File: src/rtl/medi_pkg.sv
// ---------------------------------------------------------------------------
// medi_pkg
// Shared definitions for the pill-box reminder controller.
//   state_t        : FSM state encoding, also driven out on state_out
//   disabled_code  : all-ones time code that marks a slot as unused
//   slot_index     : flat slot number of box b, slot s
// ---------------------------------------------------------------------------
package medi_pkg;

    // Encoding is visible on state_out, so the codes are fixed explicitly.
    typedef enum logic [2:0] {
        ST_OFF   = 3'd0,
        ST_IDLE  = 3'd1,
        ST_SET   = 3'd2,
        ST_READY = 3'd3,
        ST_ARMED = 3'd4,
        ST_ALERT = 3'd5
    } state_t;

    // All-ones code of the given width; callers truncate to their time width.
    function automatic logic [31:0] disabled_code(input int tw);
        return (32'd1 << tw) - 32'd1;
    endfunction

    // Slots are stored box-major: all slots of box 0 first, then box 1, ...
    function automatic int slot_index(input int b, input int s, input int n_slot);
        return b * n_slot + s;
    endfunction

endpackage

File: src/rtl/medi_slot_match.sv
// ---------------------------------------------------------------------------
// medi_slot_match
// Combinational compare of the current time code against every stored slot.
//   cfg_time  in   N_BOX*N_SLOT*TW  stored slots, box-major
//   time_in   in   TW               current time code
//   hit       out  N_BOX            box b has at least one enabled slot equal
//                                   to time_in
// ---------------------------------------------------------------------------
module medi_slot_match
    import medi_pkg::*;
#(
    parameter int N_BOX  = 3,
    parameter int N_SLOT = 2,
    parameter int TW     = 7
) (
    input  logic [N_BOX*N_SLOT*TW-1:0] cfg_time,
    input  logic [TW-1:0]              time_in,
    output logic [N_BOX-1:0]           hit
);

    localparam logic [TW-1:0] DISABLED = TW'(disabled_code(TW));

    // A disabled slot never matches, even when time_in carries the same
    // all-ones code, so an unused slot can never raise an alert.
    always_comb begin
        hit = '0;
        for (int b = 0; b < N_BOX; b++) begin
            for (int s = 0; s < N_SLOT; s++) begin
                if ((cfg_time[slot_index(b, s, N_SLOT)*TW +: TW] != DISABLED) &&
                    (cfg_time[slot_index(b, s, N_SLOT)*TW +: TW] == time_in)) begin
                    hit[b] = 1'b1;
                end
            end
        end
    end

endmodule

File: src/rtl/medi_alarm_ctrl.sv
// ---------------------------------------------------------------------------
// medi_alarm_ctrl
// Pill-box reminder controller: N_BOX boxes with N_SLOT dose times each.
//   clkin      in   1        system clock
//   rst_n      in   1        asynchronous reset, active-low
//   btn_pwr    in   1        power toggle OFF<->IDLE, clears everything
//   btn_set    in   1        enter SET / store time_in into current slot
//   btn_start  in   1        READY -> ARMED
//   btn_ack    in   1        dose taken, clears the active alert
//   btn_skip   in   1        in SET: store DISABLED into current slot
//   tick       in   1        one pulse per second, time_in valid on it
//   time_in    in   TW       current time code
//   cfg_time   out  slots    stored slot codes, box b slot s at (b*N_SLOT+s)*TW
//   miss_cnt   out  N_BOX*CNT_W  saturating missed-dose counters
//   alert_box  out  N_BOX    one-hot box being alerted, 0 when none
//   pend       out  N_BOX    boxes waiting behind the active alert
//   set_idx    out  IDX_W    slot index being programmed
//   state_out  out  3        current FSM state code
// ---------------------------------------------------------------------------
module medi_alarm_ctrl
    import medi_pkg::*;
#(
    parameter int N_BOX    = 3,
    parameter int N_SLOT   = 2,
    parameter int TW       = 7,
    parameter int CNT_W    = 5,
    parameter int ALERT_TO = 60,
    // A single-slot configuration still gets a 1-bit index port.
    localparam int IDX_W   = (N_BOX * N_SLOT > 1) ? $clog2(N_BOX * N_SLOT) : 1
) (
    input  logic                      clkin,
    input  logic                      rst_n,
    input  logic                      btn_pwr,
    input  logic                      btn_set,
    input  logic                      btn_start,
    input  logic                      btn_ack,
    input  logic                      btn_skip,
    input  logic                      tick,
    input  logic [TW-1:0]             time_in,
    output logic [N_BOX*N_SLOT*TW-1:0] cfg_time,
    output logic [N_BOX*CNT_W-1:0]    miss_cnt,
    output logic [N_BOX-1:0]          alert_box,
    output logic [N_BOX-1:0]          pend,
    output logic [IDX_W-1:0]          set_idx,
    output logic [2:0]                state_out
);

    localparam int              N_SLOTS  = N_BOX * N_SLOT;
    localparam int              LAST     = N_SLOTS - 1;
    localparam int              TMR_W    = $clog2(ALERT_TO + 1);
    localparam logic [TW-1:0]   DISABLED = TW'(disabled_code(TW));

    state_t                      state;
    state_t                      state_nxt;
    logic [TMR_W-1:0]            timer;
    logic [TMR_W-1:0]            timer_nxt;
    logic [N_SLOTS*TW-1:0]       cfg_nxt;
    logic [N_BOX*CNT_W-1:0]      miss_nxt;
    logic [N_BOX-1:0]            alert_nxt;
    logic [N_BOX-1:0]            pend_nxt;
    logic [IDX_W-1:0]            idx_nxt;

    logic [N_BOX-1:0]            hit;
    logic [N_BOX-1:0]            hit_t;
    logic [N_BOX-1:0]            pend_merged;
    logic [N_BOX-1:0]            inc_vec;
    logic                        active_hit;
    logic                        timeout;
    logic                        release_alert;

    // Isolates the lowest set bit, which gives lowest-index-first priority.
    function automatic logic [N_BOX-1:0] lowest_one(input logic [N_BOX-1:0] v);
        return v & (~v + N_BOX'(1));
    endfunction

    medi_slot_match #(
        .N_BOX  (N_BOX),
        .N_SLOT (N_SLOT),
        .TW     (TW)
    ) u_match (
        .cfg_time (cfg_time),
        .time_in  (time_in),
        .hit      (hit)
    );

    assign state_out = state;

    // Alert bookkeeping for the current cycle. Hits only count on a tick.
    // The active box is charged a miss on a re-hit or a timeout unless the
    // ack arrives in the same cycle; an already-pending box that hits again
    // is charged a miss as well.
    always_comb begin
        hit_t         = tick ? hit : '0;
        active_hit    = |(hit_t & alert_box);
        timeout       = tick && (timer == TMR_W'(ALERT_TO - 1));
        release_alert = btn_ack || (timeout && !active_hit);
        pend_merged   = pend | (hit_t & ~alert_box);
        inc_vec       = hit_t & pend & ~alert_box;
        if (!btn_ack && (active_hit || timeout)) begin
            inc_vec = inc_vec | alert_box;
        end
    end

    // State register.
    always_ff @(posedge clkin or negedge rst_n) begin
        if (!rst_n) begin
            state <= ST_OFF;
        end else begin
            state <= state_nxt;
        end
    end

    // Next-state logic. Power toggling overrides every other input.
    always_comb begin
        state_nxt = state;
        if (btn_pwr) begin
            state_nxt = (state == ST_OFF) ? ST_IDLE : ST_OFF;
        end else begin
            case (state)
                ST_OFF:   state_nxt = ST_OFF;
                ST_IDLE:  if (btn_set) state_nxt = ST_SET;
                ST_SET: begin
                    if ((btn_set || btn_skip) && (set_idx == IDX_W'(LAST))) begin
                        state_nxt = ST_READY;
                    end
                end
                ST_READY: begin
                    if (btn_start) begin
                        state_nxt = ST_ARMED;
                    end else if (btn_set) begin
                        state_nxt = ST_SET;
                    end
                end
                ST_ARMED: if (|hit_t) state_nxt = ST_ALERT;
                ST_ALERT: begin
                    if (release_alert && (pend_merged == '0)) begin
                        state_nxt = ST_ARMED;
                    end
                end
                default:  state_nxt = ST_OFF;
            endcase
        end
    end

    // Next values of the registered outputs and the alert timer.
    // Powering down from any live state restores the reset contents.
    always_comb begin
        cfg_nxt   = cfg_time;
        miss_nxt  = miss_cnt;
        alert_nxt = alert_box;
        pend_nxt  = pend;
        idx_nxt   = set_idx;
        timer_nxt = timer;
        if (btn_pwr) begin
            if (state != ST_OFF) begin
                cfg_nxt   = {N_SLOTS{DISABLED}};
                miss_nxt  = '0;
                alert_nxt = '0;
                pend_nxt  = '0;
                idx_nxt   = '0;
                timer_nxt = '0;
            end
        end else begin
            case (state)
                ST_IDLE: if (btn_set) idx_nxt = '0;
                ST_SET: begin
                    if (btn_set || btn_skip) begin
                        for (int i = 0; i < N_SLOTS; i++) begin
                            if (i == int'(set_idx)) begin
                                cfg_nxt[i*TW +: TW] = btn_skip ? DISABLED : time_in;
                            end
                        end
                        idx_nxt = (set_idx == IDX_W'(LAST)) ? '0 : set_idx + IDX_W'(1);
                    end
                end
                ST_READY: if (!btn_start && btn_set) idx_nxt = '0;
                ST_ARMED: begin
                    if (|hit_t) begin
                        alert_nxt = lowest_one(hit_t);
                        pend_nxt  = pend | (hit_t & ~lowest_one(hit_t));
                        timer_nxt = '0;
                    end
                end
                ST_ALERT: begin
                    pend_nxt = pend_merged;
                    for (int b = 0; b < N_BOX; b++) begin
                        if (inc_vec[b] && (miss_cnt[b*CNT_W +: CNT_W] != {CNT_W{1'b1}})) begin
                            miss_nxt[b*CNT_W +: CNT_W] = miss_cnt[b*CNT_W +: CNT_W] + CNT_W'(1);
                        end
                    end
                    // On release the lowest waiting box takes over; with
                    // nothing waiting this yields zero and the FSM re-arms.
                    if (release_alert) begin
                        alert_nxt = lowest_one(pend_merged);
                        pend_nxt  = pend_merged & ~lowest_one(pend_merged);
                        timer_nxt = '0;
                    end else if (active_hit) begin
                        timer_nxt = '0;
                    end else if (tick) begin
                        timer_nxt = timer + TMR_W'(1);
                    end
                end
                default: ;
            endcase
        end
    end

    // Datapath registers.
    always_ff @(posedge clkin or negedge rst_n) begin
        if (!rst_n) begin
            cfg_time  <= {N_SLOTS{DISABLED}};
            miss_cnt  <= '0;
            alert_box <= '0;
            pend      <= '0;
            set_idx   <= '0;
            timer     <= '0;
        end else begin
            cfg_time  <= cfg_nxt;
            miss_cnt  <= miss_nxt;
            alert_box <= alert_nxt;
            pend      <= pend_nxt;
            set_idx   <= idx_nxt;
            timer     <= timer_nxt;
        end
    end

endmodule

File: config.mk
export PLATFORM = sky130hd
export DESIGN_NAME = medi_alarm_ctrl
export DESIGN_NICKNAME = d
export VERILOG_FILES = /design/src/rtl/medi_pkg.sv /design/src/rtl/medi_slot_match.sv /design/src/rtl/medi_alarm_ctrl.sv
export SDC_FILE = /design/constraint.sdc
export NUM_CORES = 1
export LEC_CHECK = 0
export ABC_AREA = 1
export BUFFER_PORTS_ARGS = -buffer_cell sky130_fd_sc_hd__buf_2
export CORE_MARGIN = 4
export CORE_UTILIZATION = 46
export CTS_CLUSTER_SIZE = 12
export DETAILED_ROUTE_END_ITERATION = 8
export GPL_TIMING_DRIVEN = 0
export PLACE_DENSITY = 0.72
export SYNTH_ARGS = -nofsm -noshare
export SYNTH_HDL_FRONTEND = slang
export SYNTH_SLANG_ARGS = --single-unit
File: constraint.sdc
create_clock -name clkin -period 1.7 [get_ports clkin]
set_input_delay 0.085 -clock clkin [delete_from_list [all_inputs] [get_ports clkin]]
set_output_delay 0.085 -clock clkin [all_outputs]
set_load 0.005 [all_outputs]
Word level (Yosys, flattened, before mapping)
Cells that the tools add are included.
W data, S select, Z words.
- bitwise gates (word level): 16
- multiplexer cells: 55
- $add $sub $neg: 7
- equal/unequal tests: 36
- reduce and logical (&&, ||, !) cells: 55
- operators by type and width (operator ; number):
    $mux W42 ; 4
    $mux W3 ; 20
    $mux W7 ; 7
    $mux W15 ; 3
    $eq A7 B7 Y1 ; 6
    $ne A7 B7 Y1 const B ; 6
    $mux W6 ; 6
    $reduce_and A4 Y1 ; 8
    $and A3 B3 Y3 ; 8
    $reduce_bool A2 Y1 ; 12
    $ne A3 B3 Y1 const B ; 7
    $ne A5 B5 Y1 const B ; 4
    $add A5 B1 Y5 const B ; 3
    $logic_and A1 B1 Y1 ; 15
    $mux W5 ; 3
    $not A3 Y3 ; 5
    $pmux W3 S5 ; 1
    $reduce_and A3 Y1 ; 5
    $eq A3 B3 Y1 const A ; 4
    $pmux W3 S2 ; 2
    $pmux W6 S2 ; 1
    $add A3 B1 Y3 const B ; 3
    $eq A3 B3 Y1 const B ; 3
    $logic_not A3 Y1 ; 3
    other kinds (15) ; 30
- input bits: 15
- logic and storage cells: 183
- output and inout bits: 69
- bits in registers: 75

Longest topological paths before layout
Gate-level depths: netlist of run 1.
- word-level depth: 15
- mapped depth: 18
- mapped depth without buffers: 17

Hierarchy
A second synthesis of run 1 with hierarchy kept.
- cell total of the unflattened synthesis: 687
- area total of the unflattened synthesis: 4715.8 um2
- modules (own cells, without submodules) (module ; times used ; cells each ; area an instance (um2) ; seq. area each (um2)):
    medi_alarm_ctrl ; 1 ; 479 ; 3841.2 ; 1929.4
    medi_slot_match ; 1 ; 208 ; 874.6 ; 0.0

Worst setup path after synthesis of run 1
OpenSTA, ideal clock, no wires.
- path kind: reg-to-reg
- start point: reg cfg_time[1]
- end point: reg miss_cnt[0]
- slack: -0.201 ns
- path buffers: 0
- data arrival time: 1.784 ns
- clock period less this slack: 1.901 ns
- stages on the path, launching flop included: 15
- path through: dfstp_2 -> xnor2_1 -> nand2_1 -> nor2_1 -> nand3_1 -> nand2_1 -> nand2_2 -> or2_0 -> or2_0 -> nand2_1 -> nand2_2 -> nand2_4 -> nand2_4 -> nand2_1 -> nand2_1
- cells in the longest elaborated chain, start to end: 13
- RTL lines (item ; RTL line ; source):
    start, declared ; medi_alarm_ctrl.sv:40 ; output logic [N_BOX*N_SLOT*TW-1:0] cfg_time,
    start signal, assigned ; medi_alarm_ctrl.sv:211 ; cfg_time <= {N_SLOTS{DISABLED}};
    start signal, assigned ; medi_alarm_ctrl.sv:218 ; cfg_time <= cfg_nxt;
    $ne A7 B7 Y1 or $eq A7 B7 Y1 (tied branches) ; medi_slot_match.sv:29, medi_slot_match.sv:30 ;
    $logic_and A1 B1 Y1 (*) ; medi_slot_match.sv:29 ; if ((cfg_time[slot_index(b, s, N_SLOT)*TW +: TW] != DISABLED) &&
    $mux W1 (*) (2 in series) ; medi_slot_match.sv:29 ;
    $mux W3 (*) ; medi_alarm_ctrl.sv:93 ; hit_t = tick ? hit : '0;
    $and A3 B3 Y3 ; medi_alarm_ctrl.sv:94 ; active_hit = |(hit_t & alert_box);
    $reduce_or A3 Y1 ; medi_alarm_ctrl.sv:94 ;
    $logic_or A1 B1 Y1 ; medi_alarm_ctrl.sv:99 ; if (!btn_ack && (active_hit || timeout)) begin
    $logic_and A1 B1 Y1 ; medi_alarm_ctrl.sv:99 ;
    $mux W3 (*) ; medi_alarm_ctrl.sv:99 ;
    $logic_and A1 B1 Y1 (*) ; medi_alarm_ctrl.sv:187 ; if (inc_vec[b] && (miss_cnt[b*CNT_W +: CNT_W] != {CNT_W{1'b1}})) begin
    $reduce_bool A2 Y1 (no line) (*) ; n/a ;
    $reduce_and A3 Y1 (no line) (*) ; n/a ;
    end signal, assigned ; medi_alarm_ctrl.sv:219 ; miss_cnt <= miss_nxt;
    end, declared ; medi_alarm_ctrl.sv:41 ; output logic [N_BOX*CNT_W-1:0] miss_cnt,
Every way passes the cells marked *; elsewhere a longest branch is shown, timed or not.
A chain may end at the register's enable or synchronous reset.

Worst setup path in the final report of run 1
- start point: reg cfg_time[8]
- end point: reg miss_cnt[3]
- cells in the longest elaborated chain, start to end: 12
- RTL lines (item ; RTL line):
    $ne A7 B7 Y1 or $eq A7 B7 Y1 (tied branches) ; medi_slot_match.sv:29, medi_slot_match.sv:30
    $logic_and A1 B1 Y1 (*) ; medi_slot_match.sv:29
    $mux W1 (*) ; medi_slot_match.sv:29
    $mux W3 (*) ; medi_alarm_ctrl.sv:93
    $and A3 B3 Y3 ; medi_alarm_ctrl.sv:94
    $reduce_or A3 Y1 ; medi_alarm_ctrl.sv:94
    $logic_or A1 B1 Y1 ; medi_alarm_ctrl.sv:99
    $logic_and A1 B1 Y1 ; medi_alarm_ctrl.sv:99
    $mux W3 (*) ; medi_alarm_ctrl.sv:99
    $logic_and A1 B1 Y1 (*) ; medi_alarm_ctrl.sv:187
    $reduce_bool A2 Y1 (no line) (*) ; n/a
    $reduce_and A3 Y1 (no line) (*) ; n/a
Marked as above.

==> impl_metrics.json, run 1 <==
{
  "clock.fmax_ghz": 0.470,
  "cts_root_buf": "clkbuf_8",
  "synth.area.top_cells": "dfstp_2 23%, dfrtp_1 18%, nand2_1 15%",
  "crit_family": "simple AND/OR/NAND/NOR gates",
  "crit_fanout": 6,
  "nFillCells": 819,
  "crit_start": "cfg_time[8]$_DFFE_PN1P_",
  "setup_viol": 35,
  "p_leak_nw": 3.14,
  "final_nets": 798,
  "fp.dieArea_mm2": 0.0119,
  "r2r_cells": 15,
  "ant_nets": 0,
  "post-route-period-util": 1.25,
  "yosys.area.top_type": "dfstp_2",
  "cpPeakStageDelay_ns": 0.57,
  "ys_seq_area_frac": 0.410,
  "cp.arrival_ns": 2.39,
  "wl_per_cell_um": 15.1,
  "cp_num_buf_inv": 0,
  "ys_async_sr_fraction": 1.00,
  "status": "finished with violations",
  "min_path_cells": 3,
  "syn_nets": 663,
  "start_util": 0.477,
  "ir_worst_vdd_mv": 0.674,
  "crit_top_cell": "nand2_1",
  "pre_cts_slack_ns": -0.482,
  "grt_antenna_before_repair": 0,
  "end_kind": "flop",
  "io_buffers": 75,
  "gp_congestion": 0.915,
  "cts_buffers": 9,
  "post-dp-hpwl_um": 9270,
  "fin_util": 0.644,
  "netlist_area_mm2": 0.00471,
  "dr.pass1.iters": 5,
  "min_period_ns": 2.13,
  "clock_sinks": 75,
  "dieWidth_um": 109,
  "finalSetupTns_ns": -10.11,
  "crit_required_ns": 1.96,
  "yosys_warnings": 0,
  "rsz0062_at_grt": "yes",
  "maxCapViolations": 0,
  "first_iter_violations": 377,
  "drc": 0,
  "ys.flop_type": "dfstp_2",
  "start_kind": "flop",
  "synth_cells": 640,
  "core_area_mm2": 0.00986,
  "insertion_delay_ns": 0.37,
  "crit_type": "reg -> reg",
  "track_usage": 0.227,
  "drive_gt1_frac": 0.399,
  "crit_chain": "nand2_1 > nand2_1 > nand2_1 > nor2_1 > nand3_1 > nand2_2 > nand2_4 > or2_1 > or2_0 > nand2_1 > nand2_2 > nand2_4 > nand2_4 > nand2_1 > nand2_1",
  "drt_wl_total_um": 13800,
  "diodes": 0,
  "placed_cells": 849,
  "area_delta_synth_final_pct": 35.0,
  "hold_start": "btn_start",
  "synth_edf_count": 0,
  "finalNonFillerCells": 913,
  "violations": "setup timing",
  "setup_slack_ns": -0.427,
  "slew_viol_final": 0,
  "hold_class": "in -> reg",
  "grt_pass1_vias": 4268,
  "grt_max_degree": 44,
  "io_pins": 84,
  "dieHeight_um": 109,
  "cellPowerDensity_mw_per_mm2": 1450,
  "ys_types": 43,
  "viasPerCell": 5.24,
  "num_rows": 36,
  "hold_viol": 0,
  "worst_slew_pin_slew_ns": 0.738,
  "cts_tree": "yes",
  "cts_max_level": 3,
  "ys_ff_latch": 75,
  "cts.path.max_buffers": 2,
  "crit_cells": 15,
  "globalRouteOverflowTotal": 0,
  "grt_pass1_wl_um": 21000,
  "finalClockSkew_ns": 0.0108,
  "relSlewSlack": 0.506,
  "regArea_mm2": 0.00193,
  "cpMaxStageDelayCell": "dfstp_2",
  "synth_top_area_frac": 0.235,
  "clk_pin_slew_worst_paths_ns": 0.09,
  "vias": 4788,
  "multi_input_area_mm2": 0.00274,
  "r2r-start": "cfg_time[8]$_DFFE_PN1P_",
  "synth_area_per_cell_um2": 7.35
}
-- where the power goes --
group | total (mW) | internal, mW | switching (mW)
logic | 4.08 | 2.00 | 2.08
registers | 3.67 | 2.79 | 0.877
clock network | 1.49 | 0.735 | 0.755
-- layout make-up --
type	instances	share of cell area
clock buffers	10	0.0217
flip-flops and latches	75	0.304
inverters	71	0.0439
multi-input cells	473	0.431
clock inverters	6	0.0110
plain buffers	21	0.0299
repair buffers	124	0.132
well taps	133	0.0262
-- worst register-to-register path, delay by kind of cell (launching register included) --
kind / cells / cell delay (ns)
flip-flops: 1 / 0.57
AND/OR/NAND/NOR: 15 / 1.47
-- routing by layer --
metal,wire (um),GRT usage
met1,6000,0.306
met2,6800,0.377
met3,781,0.0266
met4,219,0.0794
met5,0,0
-- cells in the mapped netlist (5+ instances only) --
master    count
inv_2         5
inv_1        65
xnor2_1      18
dfstp_2      42
nor3_1        8
nand3_2       5
dfrtp_1      33
ha_1          8
clkbuf_1      6
buf_2         6
xor2_1        5
nand2_4       6
nand2_2       6
nand3_1      45
a21oi_1      20
nand2_1     191
o21ai_0      49
nand4_1       9
nor2_1       71
-- worst paths after layout --
check	to	slack (ns)
max in group asynchronous	cfg_time[19]$_DFFE_PN1P_	0.86
hold reg to reg	cfg_time[31]$_DFFE_PN1P_	0.50
hold / removal	state_out[2]$_DFFE_PN0P_	0.06
setup / recovery	miss_cnt[3]$_DFFE_PN0P_	-0.43
setup reg to reg	miss_cnt[3]$_DFFE_PN0P_	-0.43
min in group asynchronous	timer[5]$_DFFE_PN0P_	0.21
-- cells by family (layout without fill, tap and decap cells) --
group	count (synthesis)	after routing	share of synthesized area
and+or+nand+nor	354	354	0.333
adders and majority gates	8	8	0.0213
buffers and inverters	92	232	0.0869
xor gates and xnor gates	23	23	0.0428
DFF	75	75	0.410
AOI/OAI and AO/OA	88	88	0.106
-- stage by stage --
| step | total power [mW] | area (um2) | hold WS, ns |
|---|---|---|---|
| 2_1_floorplan | 5.41 | 4730 | -0.211 |
| 3_3_place_gp | 6.48 | 5270 | 0.427 |
| 3_5_place_dp | 6.63 | 5300 | 0.0734 |
| 4_1_cts | 8.52 | 5810 | 0.0463 |
| 5_1_grt | 9.89 | 6350 | 0.0668 |
| 6_report | 9.23 | 6350 | 0.0597 |
-- flip-flops by register name (all words and copies together), names as in the netlist --
register and count:
pend 3, miss_cnt 15, set_idx 3, alert_box 3
cfg_time 42, timer 6, state_out 3
-- layout by cell type (no fill, tap or decap), types with 18 or more instances in the layout --
| cell | Yosys | routed |
|---|---|---|
| xnor2_1 | 18 | 18 |
| buf_4 | 3 | 39 |
| o21ai_1 | 1 | 23 |
| nand2_1 | 191 | 167 |
| inv_1 | 65 | 53 |
| buf_6 | 4 | 18 |
| nand2_2 | 6 | 20 |
| nand3_1 | 45 | 36 |
| buf_2 | 6 | 79 |
| dfstp_2 | 42 | 42 |
| dfrtp_1 | 33 | 30 |
| nor2_1 | 71 | 62 |
-- what timing repair did --
item                                   CTS  global route
gates resized for setup                 37           131
hold buffers                             1             0
buffers inserted                        19            22
gates cloned                             2             4
pin swaps                               10            40
setup endpoints to repair               71            72
endpoints found under the hold margin   30             0
(Power assumes the default switching activity.)
==> inputs of run 2 (changes only) <==
--- a/config.mk
+++ b/config.mk
@@ -7,12 +7,13 @@
 export LEC_CHECK = 0
 export ABC_AREA = 1
 export BUFFER_PORTS_ARGS = -buffer_cell sky130_fd_sc_hd__buf_2
+export CAP_MARGIN = 15
 export CORE_MARGIN = 4
 export CORE_UTILIZATION = 46
 export CTS_CLUSTER_SIZE = 12
 export DETAILED_ROUTE_END_ITERATION = 8
-export GPL_TIMING_DRIVEN = 0
 export PLACE_DENSITY = 0.72
 export SYNTH_ARGS = -nofsm -noshare
 export SYNTH_HDL_FRONTEND = slang
+export SYNTH_HIERARCHICAL = 1
 export SYNTH_SLANG_ARGS = --single-unit
==> run 2 against run 1 <==
Clock skew up 0.0017 ns. Critical path type unchanged. Non-clock buffer count up 34. The run still ends with setup timing left. Clock-buffer cell count grew 2.
==> impl_metrics.json, run 2 <==
{
  "grt_pass1_vias": 4868,
  "viasPerCell": 5.15,
  "layout_common_cells": "214 x nand2_1, 88 x buf_4, 83 x buf_2",
  "cts.path.max_buffers": 2,
  "cp.arrival_ns": 2.46,
  "relSlewSlack": 0.497,
  "yosys_warnings": 6,
  "r2r-start": "cfg_time[4]$_DFFE_PN1P_",
  "post-route-period-util": 1.30,
  "synth.area.mux_share": 0,
  "synth_xor_area_frac": 0.0260,
  "grt_max_degree": 51,
  "fp.dieArea_mm2": 0.0119,
  "hold_viol": 0,
  "p_leak_nw": 3.54,
  "grt_antenna_before_repair": 0,
  "area_delta_synth_final_pct": 36.8,
  "io_pins": 84,
  "first_iter_violations": 314,
  "synthSimpleGateAreaFrac": 0.364,
  "synthTopCellsByCount": "245 x nand2_1, 90 x nor2_1, 75 x inv_1",
  "clock_sinks": 75,
  "cts_buffers": 9,
  "final_nets": 886,
  "crit_fanout": 5,
  "vias": 5156,
  "cellPowerDensity_mw_per_mm2": 1220,
  "ff2ff_setup_slack_ns": -0.52,
  "end_kind": "flop",
  "grt-busiest-layer": "met2",
  "whs_endpoint": "state_out[2]$_DFFE_PN0P_",
  "finalClockSkew_ns": 0.0125,
  "drc": 0,
  "min_path_cells": 5,
  "ir_worst_vdd_mv": 0.714,
  "cts_max_level": 3,
  "ys_async_sr_fraction": 1.00,
  "diodes": 0,
  "hold_start": "btn_start",
  "synth_area_per_cell_um2": 6.86,
  "ys.flop_type": "dfstp_2",
  "clk_pin_slew_worst_paths_ns": 0.09,
  "slew_viol_final": 0,
  "min_period_ns": 2.22,
  "yosys.area.top_type": "dfstp_2",
  "crit_type": "reg -> reg",
  "setup_slack_ns": -0.516,
  "ys_ff_latch": 75,
  "cts_tree": "yes",
  "largestRegisters": "cfg_time x42, miss_cnt x15, timer x6",
  "track_usage": 0.245,
  "insertion_delay_ns": 0.36,
  "worst_slew_pin_slew_ns": 0.753,
  "maxCapViolations": 0,
  "regArea_mm2": 0.00193,
  "io_buffers": 83,
  "dr.pass1.iters": 5,
  "wl_per_cell_um": 14.7,
  "cts_root_buf": "clkbuf_8",
  "synth_compound_area_frac": 0.0937,
  "nFillCells": 861,
  "drive_gt1_frac": 0.373,
  "synth_top_area_frac": 0.234,
  "final_common_cell": "nand2_1",
  "ys_seq_area_frac": 0.409,
  "synth_cells": 687,
  "hold_class": "in -> reg",
  "synth_edf_count": 0,
  "syn_nets": 710,
  "largest_reg_flops": 42,
  "num_rows": 36,
  "clock.fmax_ghz": 0.451,
  "use_met3": 0.0485,
  "synth_top_family_by_area": "simple AND/OR/NAND/NOR gates",
  "synth_fa_ha_area_frac": 0.0212,
  "ant_nets": 0,
  "synth.area.top_cells": "dfstp_2 23%, nand2_1 20%, dfrtp_1 18%",
  "netlist_area_mm2": 0.00472,
  "setup_viol": 28,
  "regMostFlops": "cfg_time",
  "violations": "setup timing",
  "post-dp-hpwl_um": 10500,
  "ys_types": 35,
  "placed_cells": 968,
  "finalNonFillerCells": 1001,
  "grt_use_met2": 0.399,
  "core_area_mm2": 0.00986,
  "worstReg2RegEnd": "miss_cnt[3]$_DFFE_PN0P_",
  "synth_most_common_cell": "nand2_1",
  "drt_wl_total_um": 14700,
  "status": "finished with violations",
  "finalSetupTns_ns": -13.03,
  "gp_congestion": 0.906,
  "grt_pass1_wl_um": 23100,
  "start_kind": "flop",
  "dieWidth_um": 109,
  "multi_input_area_mm2": 0.00261,
  "rsz0062_at_grt": "yes",
  "r2r_cells": 19,
  "use_met1": 0.332,
  "globalRouteOverflowTotal": 0,
  "start_util": 0.478,
  "crit_required_ns": 1.95,
  "dieHeight_um": 109
}
==> run 2: changes by cell type after synthesis, moves of 7 or more <==
cell / change
nand2_1: +54
xnor2_1: -10
nor2_1: +19
nand3_1: +12
inv_1: +10
o21ai_0: -10
a21oi_1: +7
==> run 2: area by class of cell <==
type,instances,area share
sequential,75,0.299
timing repair buffer,179,0.187
multi-input combinational,515,0.405
inverter,83,0.0491
tap,133,0.0258
clock buffer,12,0.0258
clock inverter,4,0.00737
==> run 2: metal layers <==
| metal | share of wire | up-vias |
|---|---|---|
| li1 | - | 2513 |
| met1 | 0.43 | 2427 |
| met2 | 0.49 | 187 |
| met3 | 0.062 | 29 |
| met4 | 0.018 | 0 |
| met5 | 0 | - |
==> run 2: power by group <==
| group | switching (mW) | total, mW | internal, mW | leakage [nW] |
|---|---|---|---|---|
| sequential | 0.559 | 3.09 | 2.53 | 0.890 |
| clock | 0.699 | 1.50 | 0.804 | 0.108 |
| combinational | 1.73 | 3.30 | 1.57 | 2.54 |
==> run 2: per-stage QoR <==
stage	util	power (mW)	hold WS (ns)	setup WS, ns	cell area (um2)
floorplan	-	4.63	-0.211	-0.212	4740
global placement	0.596	6.01	0.0888	-0.460	5880
detailed placement	0.596	6.12	0.0908	-0.544	5880
CTS	0.630	7.70	0.0864	-0.463	6210
global route	0.654	8.47	0.114	-0.647	6450
finish	0.654	7.89	0.0822	-0.516	6450
==> run 2: how the worst max path moves through the flow <==
| stage | start | to | slack, ns | cells past startpoint |
|---|---|---|---|---|
| after floorplan | cfg_time[19]$_DFFE_PN1P_ | timer[3]$_DFFE_PN0P_ | -0.21 | 17 |
| after CTS | cfg_time[3]$_DFFE_PN1P_ | miss_cnt[10]$_DFFE_PN0P_ | -0.46 | 19 |
| after global routing | cfg_time[4]$_DFFE_PN1P_ | miss_cnt[3]$_DFFE_PN0P_ | -0.65 | 18 |
| after global placement | cfg_time[4]$_DFFE_PN1P_ | timer[5]$_DFFE_PN0P_ | -0.46 | 17 |
| after detailed placement | cfg_time[3]$_DFFE_PN1P_ | timer[4]$_DFFE_PN0P_ | -0.54 | 19 |
| final | cfg_time[4]$_DFFE_PN1P_ | miss_cnt[3]$_DFFE_PN0P_ | -0.52 | 19 |
==> run 2: worst max-delay path: stages, from the launching register on <==
cell and delay (ns):
dfstp_2 0.59, buf_4 0.12, nand2_2 0.05, nand2_1 0.08, nor2_2 0.04, nand2_1 0.07, nor2_2 0.04, nand2_2 0.09
nand2_4 0.07, nand3_2 0.09, nand2_2 0.08, nor2_4 0.10, nand2_2 0.07, nand3_1 0.07, nand2_1 0.06, nand2_1 0.07
nand2_2 0.11, buf_4 0.16, nand3_1 0.06, nand2_1 0.08
==> run 2: cells by family (layout without fill, tap and decap cells) <==
logic type	Yosys count	after routing
compound gates	78	79
simple gates	414	414
buf+inv	98	278
fa+ha+maj	8	8
xor+xnor	14	14
flops	75	75
==> run 2: timing repair <==
| action | 4_1_cts | 5_1_grt |
|---|---|---|
| cloned | 0 | 1 |
| hold endpoints to repair | 44 | 0 |
| gates resized for setup | 24 | 47 |
| pin swaps | 8 | 28 |
| hold buffers | 1 | 0 |
| buffers inserted | 5 | 11 |
| endpoints found under the setup margin | 29 | 48 |
